**config.mk**
```make
export PLATFORM = sky130hd
export DESIGN_NAME = btn_debounce
export DESIGN_NICKNAME = d
export VERILOG_FILES = /design/src/rtl/btn_pkg.sv /design/src/rtl/sync_2ff.sv /design/src/rtl/btn_debounce.sv
export SDC_FILE = /design/constraint.sdc
export NUM_CORES = 1
export LEC_CHECK = 0
export CAP_MARGIN = 15
export CORE_UTILIZATION = 30
export DETAILED_ROUTE_END_ITERATION = 8
export PLACE_DENSITY = 0.56
export SLEW_MARGIN = 20
export SYNTH_ARGS = -nofsm -noshare
export SYNTH_HDL_FRONTEND = slang
export SYNTH_SLANG_ARGS = --single-unit
```
**constraint.sdc**
```tcl
create_clock -name CLK -period 2 [get_ports CLK]
set_clock_uncertainty 0.05 [all_clocks]
set_input_delay 0.3 -clock CLK [delete_from_list [all_inputs] [get_ports CLK]]
set_output_delay 0.3 -clock CLK [all_outputs]
set_load 0.01 [all_outputs]
```
**src/rtl/btn_pkg.sv**
```systemverilog
// Shared types and constants for the push-button debouncer.
// State encodings are visible to any block that imports this package.
package btn_pkg;

  localparam logic [1:0] ST_IDLE         = 2'd0;
  localparam logic [1:0] ST_PRESS_WAIT   = 2'd1;
  localparam logic [1:0] ST_PRESSED      = 2'd2;
  localparam logic [1:0] ST_RELEASE_WAIT = 2'd3;

  typedef enum logic [1:0] {
    IDLE         = ST_IDLE,
    PRESS_WAIT   = ST_PRESS_WAIT,
    PRESSED      = ST_PRESSED,
    RELEASE_WAIT = ST_RELEASE_WAIT
  } btn_state_t;

endpackage

```
**src/rtl/sync_2ff.sv**
```systemverilog
// Two-flop synchronizer for a single asynchronous bit.
// Synchronous active-high reset clears both stages to 0.
module sync_2ff (
  input  logic CLK,
  input  logic RST,
  input  logic D,
  output logic Q
);

  logic meta;

  always_ff @(posedge CLK) begin
    if (RST) begin
      meta <= 1'b0;
      Q    <= 1'b0;
    end else begin
      meta <= D;
      Q    <= meta;
    end
  end

endmodule

```
**src/rtl/btn_debounce.sv**
```systemverilog
// Push-button debouncer: synchronizer, stability FSM,
// press/release pulses and a wrapping press counter.
module btn_debounce
  import btn_pkg::*;
#(
  parameter int DB_CYCLES  = 16,
  parameter int CNT_W      = 8,
  parameter int ACTIVE_LOW = 0
) (
  input  logic             CLK,
  input  logic             RST,
  input  logic             BTN_IN,
  input  logic             CNT_CLR,
  output logic             BTN_LEVEL,
  output logic             PRESS_PULSE,
  output logic             RELEASE_PULSE,
  output logic [CNT_W-1:0] PRESS_CNT
);

  localparam int DW = (DB_CYCLES > 1) ?
    $clog2(DB_CYCLES) : 1;
  localparam logic [DW-1:0] DMAX =
    DW'(DB_CYCLES - 1);

  logic       btn_pol;
  logic       s;
  btn_state_t state;
  logic [DW-1:0] dcnt;

  assign btn_pol = (ACTIVE_LOW != 0) ? ~BTN_IN : BTN_IN;

  sync_2ff u_sync (
    .CLK (CLK),
    .RST (RST),
    .D   (btn_pol),
    .Q   (s)
  );

  always_ff @(posedge CLK) begin
    if (RST) begin
      state         <= IDLE;
      dcnt          <= '0;
      BTN_LEVEL     <= 1'b0;
      PRESS_PULSE   <= 1'b0;
      RELEASE_PULSE <= 1'b0;
      PRESS_CNT     <= '0;
    end else begin
      PRESS_PULSE   <= 1'b0;
      RELEASE_PULSE <= 1'b0;
      if (CNT_CLR)
        PRESS_CNT <= '0;
      unique case (state)
        IDLE: begin
          if (s) begin
            state <= PRESS_WAIT;
            dcnt  <= '0;
          end
        end
        PRESS_WAIT: begin
          if (!s) begin
            state <= IDLE;
          end else if (dcnt == DMAX) begin
            state       <= PRESSED;
            BTN_LEVEL   <= 1'b1;
            PRESS_PULSE <= 1'b1;
            // a clear in the same cycle still counts this press
            PRESS_CNT   <= CNT_CLR ? CNT_W'(1)
                                   : PRESS_CNT + 1'b1;
          end else begin
            dcnt <= dcnt + 1'b1;
          end
        end
        PRESSED: begin
          if (!s) begin
            state <= RELEASE_WAIT;
            dcnt  <= '0;
          end
        end
        RELEASE_WAIT: begin
          if (s) begin
            state <= PRESSED;
          end else if (dcnt == DMAX) begin
            state         <= IDLE;
            BTN_LEVEL     <= 1'b0;
            RELEASE_PULSE <= 1'b1;
          end else begin
            dcnt <= dcnt + 1'b1;
          end
        end
        default: state <= IDLE;
      endcase
    end
  end

endmodule

```
==> results of run 1 <==
layout make-up:
| cell class | instances | area [µm²] |
|---|---|---|
| multi-input combinational | 69 | 444 |
| fill | 260 | 1540 |
| clock buffer | 4 | 26.3 |
| timing repair buffer | 16 | 155 |
| sequential | 19 | 380 |
| tap | 30 | 37.5 |
| inverter | 2 | 7.51 |
final timing paths:
kind	endpoint	cells past startpoint
setup reg to reg	PRESS_CNT[0]$_SDFF_PP0_	5
hold reg to reg	u_sync.Q$_SDFF_PP0_	1
setup / recovery	PRESS_CNT[0]$_SDFF_PP0_	5
hold / removal	u_sync.Q$_SDFF_PP0_	1
logic make-up (layout without fill, tap and decap cells):
kind of cell / count (synthesis) / count (layout) / share of synthesized area
buf+inv: 7 / 22 / 0.0323
xor+xnor: 2 / 2 / 0.0206
flops: 19 / 19 / 0.446
mux: 1 / 1 / 0.0117
fa+ha+maj: 2 / 2 / 0.0294
compound gates: 27 / 27 / 0.184
simple gates: 37 / 37 / 0.276
through the flow:
step / util / total power [mW]
after floorplan: - / 0.405
after global placement: 0.396 / 0.416
after detailed placement: 0.396 / 0.416
after CTS: 0.406 / 0.610
after global routing: 0.406 / 0.617
final: 0.406 / 0.593
flip-flops by register name, summed over array words and instances (netlist names), named ones only:
signal	count
BTN_LEVEL	1
PRESS_CNT	8
PRESS_PULSE	1
RELEASE_PULSE	1
dcnt	4
state	1
u_sync.Q	1
u_sync.meta	1
cell usage in the layout, fill, tap and decap left out:
cell / netlist / layout
nand4_1: 4 / 4
nand3_1: 2 / 2
clkbuf_1: 3 / 1
nand2_1: 7 / 7
nor4_1: 1 / 1
or2_2: 1 / 1
nand3b_4: 1 / 1
nor3_1: 2 / 2
o21ai_0: 6 / 6
nor2b_1: 4 / 4
and4_1: 1 / 1
ha_1: 2 / 2
or4_1: 5 / 5
a21oi_1: 13 / 13
mux2i_1: 1 / 1
clkbuf_4: 0 / 3
a211oi_1: 2 / 2
and3_1: 1 / 1
xor2_1: 1 / 1
nand2b_1: 2 / 2
nor2_1: 2 / 2
a31o_2: 1 / 1
o31ai_1: 5 / 5
buf_4: 0 / 2
xnor2_1: 1 / 1
or3_1: 2 / 2
inv_1: 2 / 2
nand4b_1: 1 / 1
dfxtp_1: 19 / 19
clkdlybuf4s50_1: 0 / 14
nand4_2: 1 / 1
layer usage:
metal  vias up  GRT usage  share of wire
met5         -          0              0
met4         0     0.0321         0.0092
met3         2     0.0422          0.032
met2        11      0.169           0.46
met1       337      0.147           0.50
li1        386          -              -
power by group through the flow:
stage	Sequential, mW	Combinational, mW	Clock, mW
final	0.384	0.0230	0.187
after detailed placement	0.393	0.0234	0
after CTS	0.384	0.0234	0.203
after global routing	0.384	0.0261	0.207
after global placement	0.392	0.0232	0
after floorplan	0.390	0.0147	0
==> results.ini, run 1 <==
[clock_tree]
root_buffer=clkbuf_4
numCtsBuffers=3
clock-sinks=19
ctsHoldBuffers=0
cts_setup_buffers=0
cts_resized=0
clockBufferDepth=2
clkLatencyLatePin_ps=290
cts_max_level=1
clkTransAtPathRegs_ps=100
tritoncts=yes

[cells_and_area]
fin_area_mm2=0.00105
stdcell_count=140
drive_gt1_frac=0.0818
nets=117
num_antenna_cells=0
areaGrowthSynthToFinish_pct=23.3

[drt]
drc_errors=0
routed_via_density=5.26
first_pass_iters=4
ant_nets=0
vias=736
wire_per_inst_um=11.6
wl_um=1620
drt-initial-drc-count=15

[placement]
dp_slack_ps=257
gp_congestion=0.748
postPlaceCellArea_mm2=0.00102
io_buffers=14
dpl.hpwl_um=1200
dp_cells=136

[min_path]
hold_start=u_sync.meta$_SDFF_PP0_
hold_class=reg2reg

[timing]
period_needed_ps=1780
hold_viol=0
hold_ws_ps=402
max_freq_mhz=562
report.final.slew_viol_count=0
worst_slew_pin_slew_ps=428
slew_headroom=0.714
setup-tns-final_ps=0
setup_viol=0
rsz0062_at_grt=false
min_period_over_period=0.890
fin_ws_ps=220

[setup_path]
reg2reg_from=dcnt[0]$_SDFFE_PP0P_
cp_data_required_time_ps=2170
cp.buffers_inverters=1
crit_path_max_fanout=14
r2r_slack_ps=220
path_delay_family=simple AND/OR/NAND/NOR gates
endpoint_kind=flip-flop
crit_path_start_kind=flip-flop
cp_slowest_cell=dfxtp_1
cp-startpoint=dcnt[0]$_SDFFE_PP0P_
cp.arrival_ps=1950
slowest_delay_ps=370
cp_cell_sequence=ha_1 -> nand4_2 -> buf_4 -> or3_1 -> a21oi_1
crit_type=reg2reg

[synthesis]
ys_seq_area_frac=0.446
synthTopCellsByArea=dfxtp_1 (45%), a21oi_1 (7.6%), o31ai_1 (4.4%)
synthCells=95
yosysMostFrequentCell=dfxtp_1
synth_top_area_cell=dfxtp_1
ys_types=30
synth.avg_cell_area_um2=8.97
syn_nets=101
synth_edf_count=0
synth_area_um2=852
ys_seq_elements=19
synth.top_cell.area_share=0.446
synth_common_cells=dfxtp_1 (19), a21oi_1 (13), nand2_1 (7)
yosys_warnings=0
synth_flop_cell=dfxtp_1
async_flop_share=0

[power]
p_seq_frac=0.647
switching_share=0.209
power_frac_clock=0.315
p_int_uw=470
power.leakage_nw=0.364
p_per_area_mw_per_mm2=565
ir_worst_vdd_mv=0.522
power_frac_comb=0.039
p_switching_uw=124

[grt]
grt_pass1_vias=626
antenna_found_initial=0
grt_overflow_total=0
grt_max_degree=15
grt_first_pass_wirelength_um=2740
grt_usage=0.111

[floorplan]
rows=18
io_pins=15
coreArea_mm2=0.00259
die_w_um=55.3
initial_core_util=0.329
dieArea_mm2=0.00306
die_h_um=55.3

[status]
status=finished clean

[job]
drv_cap=0

No activity file was read; power rests on OpenSTA's default activity.
==> run 2: changes to the inputs <==
--- a/config.mk
+++ b/config.mk
@@ -6,9 +6,9 @@
 export NUM_CORES = 1
 export LEC_CHECK = 0
 export CAP_MARGIN = 15
-export CORE_UTILIZATION = 30
+export CORE_UTILIZATION = 45
 export DETAILED_ROUTE_END_ITERATION = 8
-export PLACE_DENSITY = 0.56
+export PLACE_DENSITY = 0.76
 export SLEW_MARGIN = 20
 export SYNTH_ARGS = -nofsm -noshare
 export SYNTH_HDL_FRONTEND = slang
==> run 2 against run 1 <==
  * Sequential power about the same
  * First-iteration DRC count increased by 20%
  * Register-to-register slack got worse by 40 ps
  * Via count is 0.68% higher
  * Global-route usage up 5.5 points
  * Worst hold slack better by 5.4 ps
  * Power is 0.18% higher
  * Final cell count is 4.3% lower
  * Routed wire length down 4.9%
  * Clock power about the same
  * Critical path depth down 1
  * Critical path type unchanged
  * Highest routed layer unchanged
==> results.ini, run 2 (synthesis gave the netlist of run 1 again) <==
[power]
power.leakage_nw=0.360  ; -1.1%
ir_worst_vdd_mv=0.417  ; -20%
p_per_area_mw_per_mm2=573  ; +1.5%

[setup_path]
crit_path_start_kind=flip-flop
path_delay_family=simple AND/OR/NAND/NOR gates
crit_path_max_fanout=17  ; +3
crit_type=reg2reg
cp_slowest_cell=or4_1
endpoint_kind=flip-flop
slowest_delay_ps=600  ; +230 ps
cp_data_required_time_ps=2180  ; about the same
cp.arrival_ps=2000  ; +50 ps
cp.buffers_inverters=0  ; -1
cp_cell_sequence=ha_1 -> nand4_2 -> or4_1 -> a21oi_1

[grt]
antenna_found_initial=0  ; unchanged
grt_usage=0.166  ; +0.0549
met1_usage=0.240  ; +0.0934
grt.busiest_layer=met1
grt_first_pass_wirelength_um=2450  ; -11%
grt_max_degree=18  ; +3
grt_use_met2=0.226  ; +0.0570
grt_overflow_total=0  ; unchanged
met3_usage=0.0714  ; +0.0293
grt_pass1_vias=551  ; -12%

[placement]
dp_slack_ps=194  ; -62.3 ps
gp_congestion=0.727  ; -2.8%
io_buffers=14  ; unchanged
dpl.hpwl_um=1090  ; -9.0%

[clock_tree]
clockBufferDepth=2  ; unchanged
cts_max_level=1  ; unchanged
clock-sinks=19  ; unchanged
clkTransAtPathRegs_ps=100  ; about the same
ctsHoldBuffers=0  ; unchanged
clkLatencyLatePin_ps=290  ; about the same
root_buffer=clkbuf_4
numCtsBuffers=3  ; unchanged
cts_setup_buffers=0  ; unchanged
cts_resized=0  ; unchanged
tritoncts=yes

[drt]
drc_errors=0  ; unchanged
wire_per_inst_um=11.5  ; -0.60%
drt-initial-drc-count=18  ; +3
wl_um=1550  ; -4.9%
vias=741  ; +0.68%
first_pass_iters=4  ; unchanged
ant_nets=0  ; unchanged
routed_via_density=5.53  ; +5.2%

[cells_and_area]
largestRegisters=PRESS_CNT x8, dcnt x4
nets=116  ; -0.85%
layout_commonest_cell=dfxtp_1
nFillCells=155  ; -40%
regArea_um2=380  ; unchanged
final_cell_mix=dfxtp_1 (19), clkdlybuf4s50_1 (14), a21oi_1 (13), nand2_1 (7), o21ai_0 (6)
multi_input_area_um2=444  ; unchanged
largest_register_ffs=8  ; unchanged
areaGrowthSynthToFinish_pct=21.7
drive_gt1_frac=0.0734  ; -0.00842
regMostFlops=PRESS_CNT
num_antenna_cells=0  ; unchanged

[floorplan]
die_h_um=45.5  ; -18%
rows=15  ; -3
dieArea_mm2=0.00207  ; -32%
die_w_um=45.5  ; -18%
initial_core_util=0.488  ; +0.159
io_pins=15  ; unchanged
coreArea_mm2=0.00175  ; -33%

[timing]
slew_headroom=0.714  ; about the same
setup-tns-final_ps=0  ; unchanged
fin_ws_ps=179  ; -41.2 ps
rsz0062_at_grt=false
hold_viol=0  ; unchanged
period_needed_ps=1820  ; +41.2 ps
max_freq_mhz=549  ; -2.3%
setup_viol=0  ; unchanged
min_period_over_period=0.910  ; +0.0206
worst_slew_pin_slew_ps=427  ; -0.553 ps
report.final.slew_viol_count=0  ; unchanged

[min_path]
hold_class=reg2reg

[job]
drv_cap=0  ; unchanged

[status]
status=finished clean

## run 2: metrics by stage
stage                     cells  power, mW  hold slack [ps]  area [µm²]  utilization
final                       134      0.594              408        1040        0.594
after global routing        134      0.623              426        1040        0.594
after floorplan              95      0.405              322         852            -
after CTS                   134      0.603              411        1040        0.594
after global placement      130      0.415              372        1010        0.579
after detailed placement    130      0.416              384        1010        0.579
## run 2: routing by layer
layer	routed length (µm)	up-vias
met5	0	-
met1	780	342
met4	15	0
met2	663	17
met3	85	2
li1	-	380
## run 2: worst paths after layout
check,from,endpoint,slack (ps),cells past startpoint
min,u_sync.meta$_SDFF_PP0_,u_sync.Q$_SDFF_PP0_,410,1
max reg2reg,dcnt[0]$_SDFFE_PP0P_,PRESS_CNT[3]$_SDFF_PP0_,180,4
min reg2reg,u_sync.meta$_SDFF_PP0_,u_sync.Q$_SDFF_PP0_,410,1
max,dcnt[0]$_SDFFE_PP0P_,PRESS_CNT[3]$_SDFF_PP0_,180,4
## run 2: area by class of cell
| type | count | area share |
|---|---|---|
| inverters | 2 | 0.00724 |
| flip-flops and latches | 19 | 0.367 |
| well taps | 25 | 0.0302 |
| repair buffers | 15 | 0.142 |
| multi-input cells | 69 | 0.428 |
| clock buffers | 4 | 0.0253 |
## run 2: power by group
group	internal (mW)	switching, mW
logic	0.0115	0.0117
registers	0.381	0.00300
clock network	0.0776	0.110
total	0.470	0.125
